<file path="config.mk">
export PLATFORM = sky130hd
export DESIGN_NAME = wb_dma_flat
export DESIGN_NICKNAME = d
export VERILOG_FILES = /design/src/rtl/wb_dma_pkg.sv /design/src/rtl/wb_dma_if.sv /design/src/rtl/wb_dma_regs.sv /design/src/rtl/wb_dma.sv /design/src/flat_wrapper.sv
export SDC_FILE = /design/constraint.sdc
export NUM_CORES = 1
export LEC_CHECK = 0
export BUFFER_PORTS_ARGS = -buffer_cell sky130_fd_sc_hd__buf_4
export CAP_MARGIN = 40
export CORE_UTILIZATION = 50
export DETAILED_ROUTE_END_ITERATION = 12
export GPL_TIMING_DRIVEN = 0
export HOLD_SLACK_MARGIN = 0.1
export PLACE_DENSITY = 0.82
export SYNTH_ARGS = -nofsm -noshare
export SYNTH_HDL_FRONTEND = slang
export SYNTH_SLANG_ARGS = --single-unit
</file>
<file path="constraint.sdc">
create_clock -name clk -period 2.1 [get_ports clk]
set_input_delay 0.105 -clock clk [delete_from_list [all_inputs] [get_ports clk]]
set_output_delay 0.105 -clock clk [all_outputs]
set_load 0.1 [all_outputs]
</file>
<file path="src/rtl/wb_dma_pkg.sv">
// Shared constants for the wb_dma block: cfg register map, CTRL bit positions
// and the copy-engine state encoding.
package wb_dma_pkg;

  // Register word index as decoded from cfg adr[3:2]
  localparam logic [1:0] REG_SRC  = 2'd0;
  localparam logic [1:0] REG_DST  = 2'd1;
  localparam logic [1:0] REG_LEN  = 2'd2;
  localparam logic [1:0] REG_CTRL = 2'd3;

  localparam int unsigned CTRL_START   = 0;
  localparam int unsigned CTRL_BUSY    = 1;
  localparam int unsigned CTRL_DONE    = 2;
  localparam int unsigned CTRL_ERR     = 3;
  localparam int unsigned CTRL_IRQ_ENA = 4;

  typedef enum logic [2:0] {
    IDLE,
    RD_REQ,
    RD_WAIT,
    WR_REQ,
    WR_WAIT
  } dma_state_e;

endpackage

</file>
<file path="src/rtl/wb_dma_if.sv">
// 32-bit pipelined Wishbone B4 bundle used for both the cfg and dma ports.
interface wb_if;
  logic        cyc;
  logic        stb;
  logic        we;
  logic [3:0]  sel;
  logic [31:0] adr;
  logic [31:0] dat_m;
  logic [31:0] dat_s;
  logic        ack;
  logic        err;
  logic        stall;

  modport master (
    output cyc, stb, we, sel, adr, dat_m,
    input  dat_s, ack, err, stall
  );

  modport slave (
    input  cyc, stb, we, sel, adr, dat_m,
    output dat_s, ack, err, stall
  );
endinterface

</file>
<file path="src/rtl/wb_dma_regs.sv">
// Configuration register file behind the cfg Wishbone slave port.
// WB_DMA_IRQ_EN adds the CTRL IRQ_ENA bit and the registered irq output.
module wb_dma_regs
  import wb_dma_pkg::*;
#(
  parameter int unsigned LEN_WIDTH = 16
) (
  input  logic                 clk,
  input  logic                 rst,
  wb_if.slave                  cfg,
  input  logic                 busy,
  input  logic                 set_done,
  input  logic                 set_err,
  output logic                 start,
  output logic [31:0]          src,
  output logic [31:0]          dst,
  output logic [LEN_WIDTH-1:0] len
`ifdef WB_DMA_IRQ_EN
  ,
  output logic                 irq
`endif
);

  logic        acc, wr, wr_ctrl;
  logic        done, err, irq_ena;
  logic [1:0]  idx;
  logic [31:0] rdata;
  logic        unused_ok;

  assign idx       = cfg.adr[3:2];
  assign acc       = cfg.cyc & cfg.stb;
  assign wr        = acc & cfg.we;
  assign wr_ctrl   = wr & (idx == REG_CTRL);
  assign start     = wr_ctrl & cfg.dat_m[CTRL_START] & ~busy;
  assign cfg.stall = 1'b0;
  assign cfg.err   = 1'b0;
  assign unused_ok = ^{cfg.sel, cfg.adr[31:4], cfg.adr[1:0]};

  always_comb begin
    rdata = '0;
    case (idx)
      REG_SRC: rdata = src;
      REG_DST: rdata = dst;
      REG_LEN: rdata = 32'(len);
      default: begin
        rdata[CTRL_BUSY]    = busy;
        rdata[CTRL_DONE]    = done;
        rdata[CTRL_ERR]     = err;
        rdata[CTRL_IRQ_ENA] = irq_ena;
      end
    endcase
  end

  always_ff @(posedge clk) begin
    if (rst) begin
      src       <= '0;
      dst       <= '0;
      len       <= '0;
      done      <= 1'b0;
      err       <= 1'b0;
      cfg.ack   <= 1'b0;
      cfg.dat_s <= '0;
    end else begin
      cfg.ack <= acc;
      if (acc) cfg.dat_s <= rdata;
      if (wr && !busy) begin
        case (idx)
          REG_SRC: src <= {cfg.dat_m[31:2], 2'b00};
          REG_DST: dst <= {cfg.dat_m[31:2], 2'b00};
          REG_LEN: len <= cfg.dat_m[LEN_WIDTH-1:0];
          default: ;
        endcase
      end
      if (wr_ctrl && cfg.dat_m[CTRL_DONE]) done <= 1'b0;
      if (wr_ctrl && cfg.dat_m[CTRL_ERR])  err  <= 1'b0;
      // A zero-length start completes immediately without touching the bus
      if (start) begin
        done <= (len == '0);
        err  <= 1'b0;
      end
      if (set_done) done <= 1'b1;
      if (set_err)  err  <= 1'b1;
    end
  end

`ifdef WB_DMA_IRQ_EN
  always_ff @(posedge clk) begin
    if (rst) begin
      irq_ena <= 1'b0;
      irq     <= 1'b0;
    end else begin
      if (wr_ctrl) irq_ena <= cfg.dat_m[CTRL_IRQ_ENA];
      irq <= irq_ena & (done | err);
    end
  end
`else
  assign irq_ena = 1'b0;
`endif

endmodule

</file>
<file path="src/rtl/wb_dma.sv">
// Single-channel word-copy DMA engine: cfg slave registers plus a dma master.
// WB_DMA_IRQ_EN adds the completion interrupt output irq.
module wb_dma
  import wb_dma_pkg::*;
#(
  parameter int unsigned LEN_WIDTH = 16
) (
  input  logic clk,
  input  logic rst,
  wb_if.slave  cfg,
  wb_if.master dma
`ifdef WB_DMA_IRQ_EN
  ,
  output logic irq
`endif
);

  dma_state_e           state, state_nx;
  logic [31:0]          src_r, dst_r, src_w, dst_w, data_q;
  logic [LEN_WIDTH-1:0] len_r, cnt;
  logic                 busy, start, set_done, set_err, xfer_ok;

  assign busy    = (state != IDLE);
  assign xfer_ok = dma.ack & ~dma.err;

  wb_dma_regs #(
    .LEN_WIDTH(LEN_WIDTH)
  ) u_regs (
    .clk      (clk),
    .rst      (rst),
    .cfg      (cfg),
    .busy     (busy),
    .set_done (set_done),
    .set_err  (set_err),
    .start    (start),
    .src      (src_r),
    .dst      (dst_r),
    .len      (len_r)
`ifdef WB_DMA_IRQ_EN
    ,
    .irq      (irq)
`endif
  );

  always_ff @(posedge clk) begin
    if (rst) begin
      state  <= IDLE;
      src_w  <= '0;
      dst_w  <= '0;
      cnt    <= '0;
      data_q <= '0;
    end else begin
      state <= state_nx;
      case (state)
        IDLE: if (start) begin
          src_w <= src_r;
          dst_w <= dst_r;
          cnt   <= len_r;
        end
        RD_WAIT: if (xfer_ok) data_q <= dma.dat_s;
        WR_WAIT: if (xfer_ok) begin
          src_w <= src_w + 32'd4;
          dst_w <= dst_w + 32'd4;
          cnt   <= cnt - LEN_WIDTH'(1);
        end
        default: ;
      endcase
    end
  end

  always_comb begin
    state_nx  = state;
    set_done  = 1'b0;
    set_err   = 1'b0;
    dma.cyc   = 1'b0;
    dma.stb   = 1'b0;
    dma.we    = 1'b0;
    dma.sel   = 4'hF;
    dma.adr   = src_w;
    dma.dat_m = data_q;
    case (state)
      IDLE: if (start && len_r != '0) state_nx = RD_REQ;
      RD_REQ: begin
        dma.cyc = 1'b1;
        dma.stb = 1'b1;
        if (!dma.stall) state_nx = RD_WAIT;
      end
      RD_WAIT: begin
        // cyc drops in the read-terminating cycle so the write opens a fresh
        // bus cycle without spending an extra state per word
        dma.cyc = ~(dma.ack | dma.err);
        if (dma.err) begin
          state_nx = IDLE;
          set_err  = 1'b1;
        end else if (dma.ack) begin
          state_nx = WR_REQ;
        end
      end
      WR_REQ: begin
        dma.cyc = 1'b1;
        dma.stb = 1'b1;
        dma.we  = 1'b1;
        dma.adr = dst_w;
        if (!dma.stall) state_nx = WR_WAIT;
      end
      WR_WAIT: begin
        dma.cyc = 1'b1;
        dma.we  = 1'b1;
        dma.adr = dst_w;
        if (dma.err) begin
          state_nx = IDLE;
          set_err  = 1'b1;
        end else if (dma.ack) begin
          if (cnt == LEN_WIDTH'(1)) begin
            state_nx = IDLE;
            set_done = 1'b1;
          end else begin
            state_nx = RD_REQ;
          end
        end
      end
      default: state_nx = IDLE;
    endcase
  end

endmodule

</file>
<file path="src/flat_wrapper.sv">
// flat-port wrapper written by rule: the top's interface ports become plain ports
module wb_dma_flat import wb_dma_pkg::*;
#(
  parameter int unsigned LEN_WIDTH = 16
)
  (clk, rst, cfg_cyc, cfg_stb, cfg_we, cfg_sel, cfg_adr, cfg_dat_m, cfg_dat_s, cfg_ack, cfg_err, cfg_stall, dma_cyc, dma_stb, dma_we, dma_sel, dma_adr, dma_dat_m, dma_dat_s, dma_ack, dma_err, dma_stall);
  wb_if cfg_i ();
  wb_if dma_i ();
  input  logic clk;
  input  logic rst;
  input wire logic [$bits(cfg_i.cyc)-1:0] cfg_cyc;
  input wire logic [$bits(cfg_i.stb)-1:0] cfg_stb;
  input wire logic [$bits(cfg_i.we)-1:0] cfg_we;
  input wire logic [$bits(cfg_i.sel)-1:0] cfg_sel;
  input wire logic [$bits(cfg_i.adr)-1:0] cfg_adr;
  input wire logic [$bits(cfg_i.dat_m)-1:0] cfg_dat_m;
  output wire logic [$bits(cfg_i.dat_s)-1:0] cfg_dat_s;
  output wire logic [$bits(cfg_i.ack)-1:0] cfg_ack;
  output wire logic [$bits(cfg_i.err)-1:0] cfg_err;
  output wire logic [$bits(cfg_i.stall)-1:0] cfg_stall;
  output wire logic [$bits(dma_i.cyc)-1:0] dma_cyc;
  output wire logic [$bits(dma_i.stb)-1:0] dma_stb;
  output wire logic [$bits(dma_i.we)-1:0] dma_we;
  output wire logic [$bits(dma_i.sel)-1:0] dma_sel;
  output wire logic [$bits(dma_i.adr)-1:0] dma_adr;
  output wire logic [$bits(dma_i.dat_m)-1:0] dma_dat_m;
  input wire logic [$bits(dma_i.dat_s)-1:0] dma_dat_s;
  input wire logic [$bits(dma_i.ack)-1:0] dma_ack;
  input wire logic [$bits(dma_i.err)-1:0] dma_err;
  input wire logic [$bits(dma_i.stall)-1:0] dma_stall;
  assign cfg_i.cyc = cfg_cyc;
  assign cfg_i.stb = cfg_stb;
  assign cfg_i.we = cfg_we;
  assign cfg_i.sel = cfg_sel;
  assign cfg_i.adr = cfg_adr;
  assign cfg_i.dat_m = cfg_dat_m;
  assign cfg_dat_s = cfg_i.dat_s;
  assign cfg_ack = cfg_i.ack;
  assign cfg_err = cfg_i.err;
  assign cfg_stall = cfg_i.stall;
  assign dma_cyc = dma_i.cyc;
  assign dma_stb = dma_i.stb;
  assign dma_we = dma_i.we;
  assign dma_sel = dma_i.sel;
  assign dma_adr = dma_i.adr;
  assign dma_dat_m = dma_i.dat_m;
  assign dma_i.dat_s = dma_dat_s;
  assign dma_i.ack = dma_ack;
  assign dma_i.err = dma_err;
  assign dma_i.stall = dma_stall;
  wb_dma #(.LEN_WIDTH(LEN_WIDTH)) u_core (.clk(clk), .rst(rst), .cfg(cfg_i), .dma(dma_i));
endmodule
</file>
==> metrics <==
Worst VDD drop=0.0005891 V; Post-synth top flop=dfxtp_1; CTS buffer count=26; PortBufs=~170; headroom to the max-slew limit=0.4621; ys async rst share=0; H-tree Lvls=1; share of layout cells above drive strength 1=0.2656; GRT overflow=0; RSZ-0062 raised after global routing=yes; post-route ant nets=0; residual DRC count=0; CP Capture Type=output port; # fillers=~1,500; CTS Buffer Depth=3; Die Span Y=149.7 um; # placed instances=1,863; Vias/cell=between 6 and 7; vias=between 10,000 and 15,000; sequential fraction of the synthesis area=0.4075; critical path class=reg -> out; Starting Density=0.5140; Mapped Area=0.01091 sq mm; Slowest cell on crit path=or3b_4; CP cell instances=or3b_4 > nand2_8 > clkbuf_16 > mux2_4 > buf_12; #FFs+latches synth=222; # setup viols final=41; Total Wirelength=47,650 um; failing checks=setup timing; Die Area=0.02241 sq mm; Syn Inst Count=between 1,000 and 1,500; Post-synth EDFFs=0; fin crit share=1.097; status=finished with violations; I/O pin cnt=about 210; CP required=2.00 ns; clock network latency to the later pin of the worst-skew pair=0.54 ns; Max Cap Violations=0; total core area=~0.021 sq mm; diode count=0; vias in the first global route=roughly 12,000; Placer Congestion=0.9942; largest net degree at the start of global routing=14; max incr delay on CP=0.45 ns; DRT Pass-1 Iters=8; slew at the pin with the worst max-slew slack=just over 0.8 ns; Tot GR Track Use=0.4118; Yosys cell types=76; P_leak=5.948 nW; setup ws final=-0.2037 ns; Final TNS setup=-5.389 ns; syn avg cell area=7.730 sq um; Top delay family on crit path=simple AND/OR/NAND/NOR gates; clock root cell=clkbuf_16; WP buf/inv=2; first-pass GRT wire length=just over 70,000 um; Critical Path Source Type=register; fin crit period=2.304 ns; Area Growth Syn to Fin=45.41%; antenna violations before repair=0; Final #Nets=1,840; Syn. warnings=0; PwrDens=618.0 mW/mm^2; Max Slew Vio Count=0; num rows=53; CTS Sinks=222; clk_skew=0.01427 ns; Crit Path Max Fanout=8; Arrival @ worst endpoint=roughly 2.2 ns; Die X=roughly 150 um; worst hold path class=in -> reg; Worst-path clk slew=0.06 ns; Final Hold Fails=0; Max Freq=about 0.43 GHz; 1st-iter DRT viols=1,729; Layout Cells excl Fill=2,022; CTS tree=done; Routed WL per cell=23.57 um; Hold WS=0.1020 ns; post-detail-place hpwl=30,950 um; final core utilization=0.7473
-- final cells by class --
type / count / area [sq um] / area share
inverters: 15 / 56.30 / 0.003550
multi-input cells: 1057 / 6436 / 0.4058
flip-flops and latches: 222 / 4474 / 0.2821
clock inverters: 8 / 90.09 / 0.005680
repair buffers: 289 / 2893 / 0.1824
clock buffers: 39 / 760.7 / 0.04797
plain buffers: 117 / 804.5 / 0.05073
well taps: 275 / 344.1 / 0.02170
-- cell usage after synthesis, types with 4 or more instances --
| library cell | instances | area, sq um |
|---|---|---|
| o22ai_1 | 12 | 75.07 |
| buf_1 | 7 | 26.28 |
| a32o_1 | 4 | 40.04 |
| a21o_1 | 9 | 67.56 |
| mux2_2 | 43 | 484.2 |
| o31a_1 | 10 | 87.58 |
| buf_4 | 11 | 82.58 |
| a41oi_1 | 4 | 35.03 |
| a2bb2oi_1 | 8 | 70.07 |
| a22oi_1 | 20 | 150.1 |
| o211ai_1 | 4 | 30.03 |
| nand3_1 | 33 | 165.2 |
| mux2i_1 | 13 | 130.1 |
| inv_1 | 14 | 52.55 |
| and4_1 | 7 | 61.31 |
| nor4_1 | 10 | 62.56 |
| buf_2 | 21 | 105.1 |
| nor3_1 | 29 | 145.1 |
| o21ai_0 | 48 | 240.2 |
| a21oi_1 | 181 | 905.9 |
| a211oi_1 | 31 | 232.7 |
| or3_1 | 8 | 50.05 |
| ha_1 | 4 | 50.05 |
| nor3b_1 | 5 | 37.54 |
| nand4_1 | 24 | 150.1 |
| or4_1 | 6 | 45.04 |
| nor2_1 | 96 | 360.4 |
| and2_1 | 5 | 31.28 |
| o31ai_1 | 13 | 97.59 |
| a31oi_1 | 13 | 81.33 |
| o32ai_1 | 9 | 78.83 |
| clkbuf_1 | 84 | 315.3 |
| nand2_1 | 327 | 1227 |
| dfxtp_1 | 222 | 4444 |
| and3_1 | 13 | 81.33 |
-- cell usage in the layout (no fill, tap or decap), types with 18 or more instances in the layout --
cell type        n
nor3_1          28
mux2_2          18
buf_12          42
a211oi_1        27
nand3_1         31
o21ai_0         34
dlygate4sd3_1   70
a21oi_1        177
nor2_1          88
dfxtp_1        210
clkbuf_16       33
nand4_1         24
clkbuf_1        53
nand2_1        316
mux2_4          25
buf_4          189
-- per-stage QoR --
step	area, sq um	worst slack (ns)	power [mW]
finish	15860	-0.2037	9.801
global route	15860	-0.2205	9.954
CTS	15340	-0.1851	9.705
detailed placement	12760	-0.7310	5.110
global placement	12760	-0.7356	5.102
floorplan	11130	-0.009457	4.818
-- repair_timing --
action,4_1_cts,5_1_grt
hold endpoints to repair,118,0
resized for setup,202,132
setup buffers,28,15
hold buffers,70,0
pin swaps,10,19
gates cloned,3,3
endpoints found under the setup margin,163,184
-- power breakdown --
group          total, mW  internal (mW)  switching [mW]  leakage (nW)
logic              0.895          0.331           0.564          3.73
clock network       4.61           2.73            1.88         0.423
registers           4.30           4.25          0.0506          1.80
total               9.80           7.31            2.49          5.95
-- state kept, by name (all words and copies together), names as in the netlist --
register,count
u_core.u_regs.cfg.ack,1
u_core.src_w,30
u_core.cnt,16
u_core.u_regs.src,30
u_core.u_regs.err,1
u_core.u_regs.dst,30
u_core.dst_w,30
u_core.dma.dat_m,32
u_core.state,3
u_core.u_regs.len,16
u_core.u_regs.done,1
u_core.u_regs.cfg.dat_s,32
-- final timing paths --
check | startpoint | cells past startpoint | slack (ns) | endpoint
setup / recovery | u_core.state[0] | 5 | -0.20 | dma_adr[17]
hold / removal | cfg_we | 5 | 0.10 | u_core.u_regs.len[1]
setup reg to reg | u_core.state[1] | 7 | -0.05 | u_core.cnt[6]
hold reg to reg | u_core.dma.dat_m[23] | 2 | 0.46 | u_core.dma.dat_m[23]
-- routing by layer --
metal	share of wire	vias up	routed length, um	GRT usage
met2	0.44	1090	21110	0.6435
met5	0	-	0	0
li1	-	5655	-	-
met4	0.050	0	2402	0.2126
met3	0.14	228	6848	0.1140
met1	0.36	6096	17290	0.5169
-- logic make-up (layout without fill, tap and decap cells) --
group | count (synthesis) | in the layout | synth area share
XOR/XNOR | 2 | 2 | 0.001606
AO/OA/AOI/OAI | 396 | 396 | 0.2269
multiplexers | 58 | 58 | 0.06046
other | 2 | 8 | 0.0006886
flip-flops | 222 | 222 | 0.4075
buffers and inverters | 138 | 468 | 0.05369
AND/OR/NAND/NOR | 589 | 589 | 0.2446
adder cells (fa/ha/maj) | 4 | 4 | 0.004589
-- worst reg2reg max path: cells and delay by family, from the launching register on --
| family | cells | cell delay [ns] |
|---|---|---|
| AND/OR/NAND/NOR | 3 | 0.92 |
| buffers and inverters | 3 | 0.45 |
| flip-flops | 1 | 0.38 |
| AO/OA/AOI/OAI | 1 | 0.28 |
(Power assumes the default switching activity.)
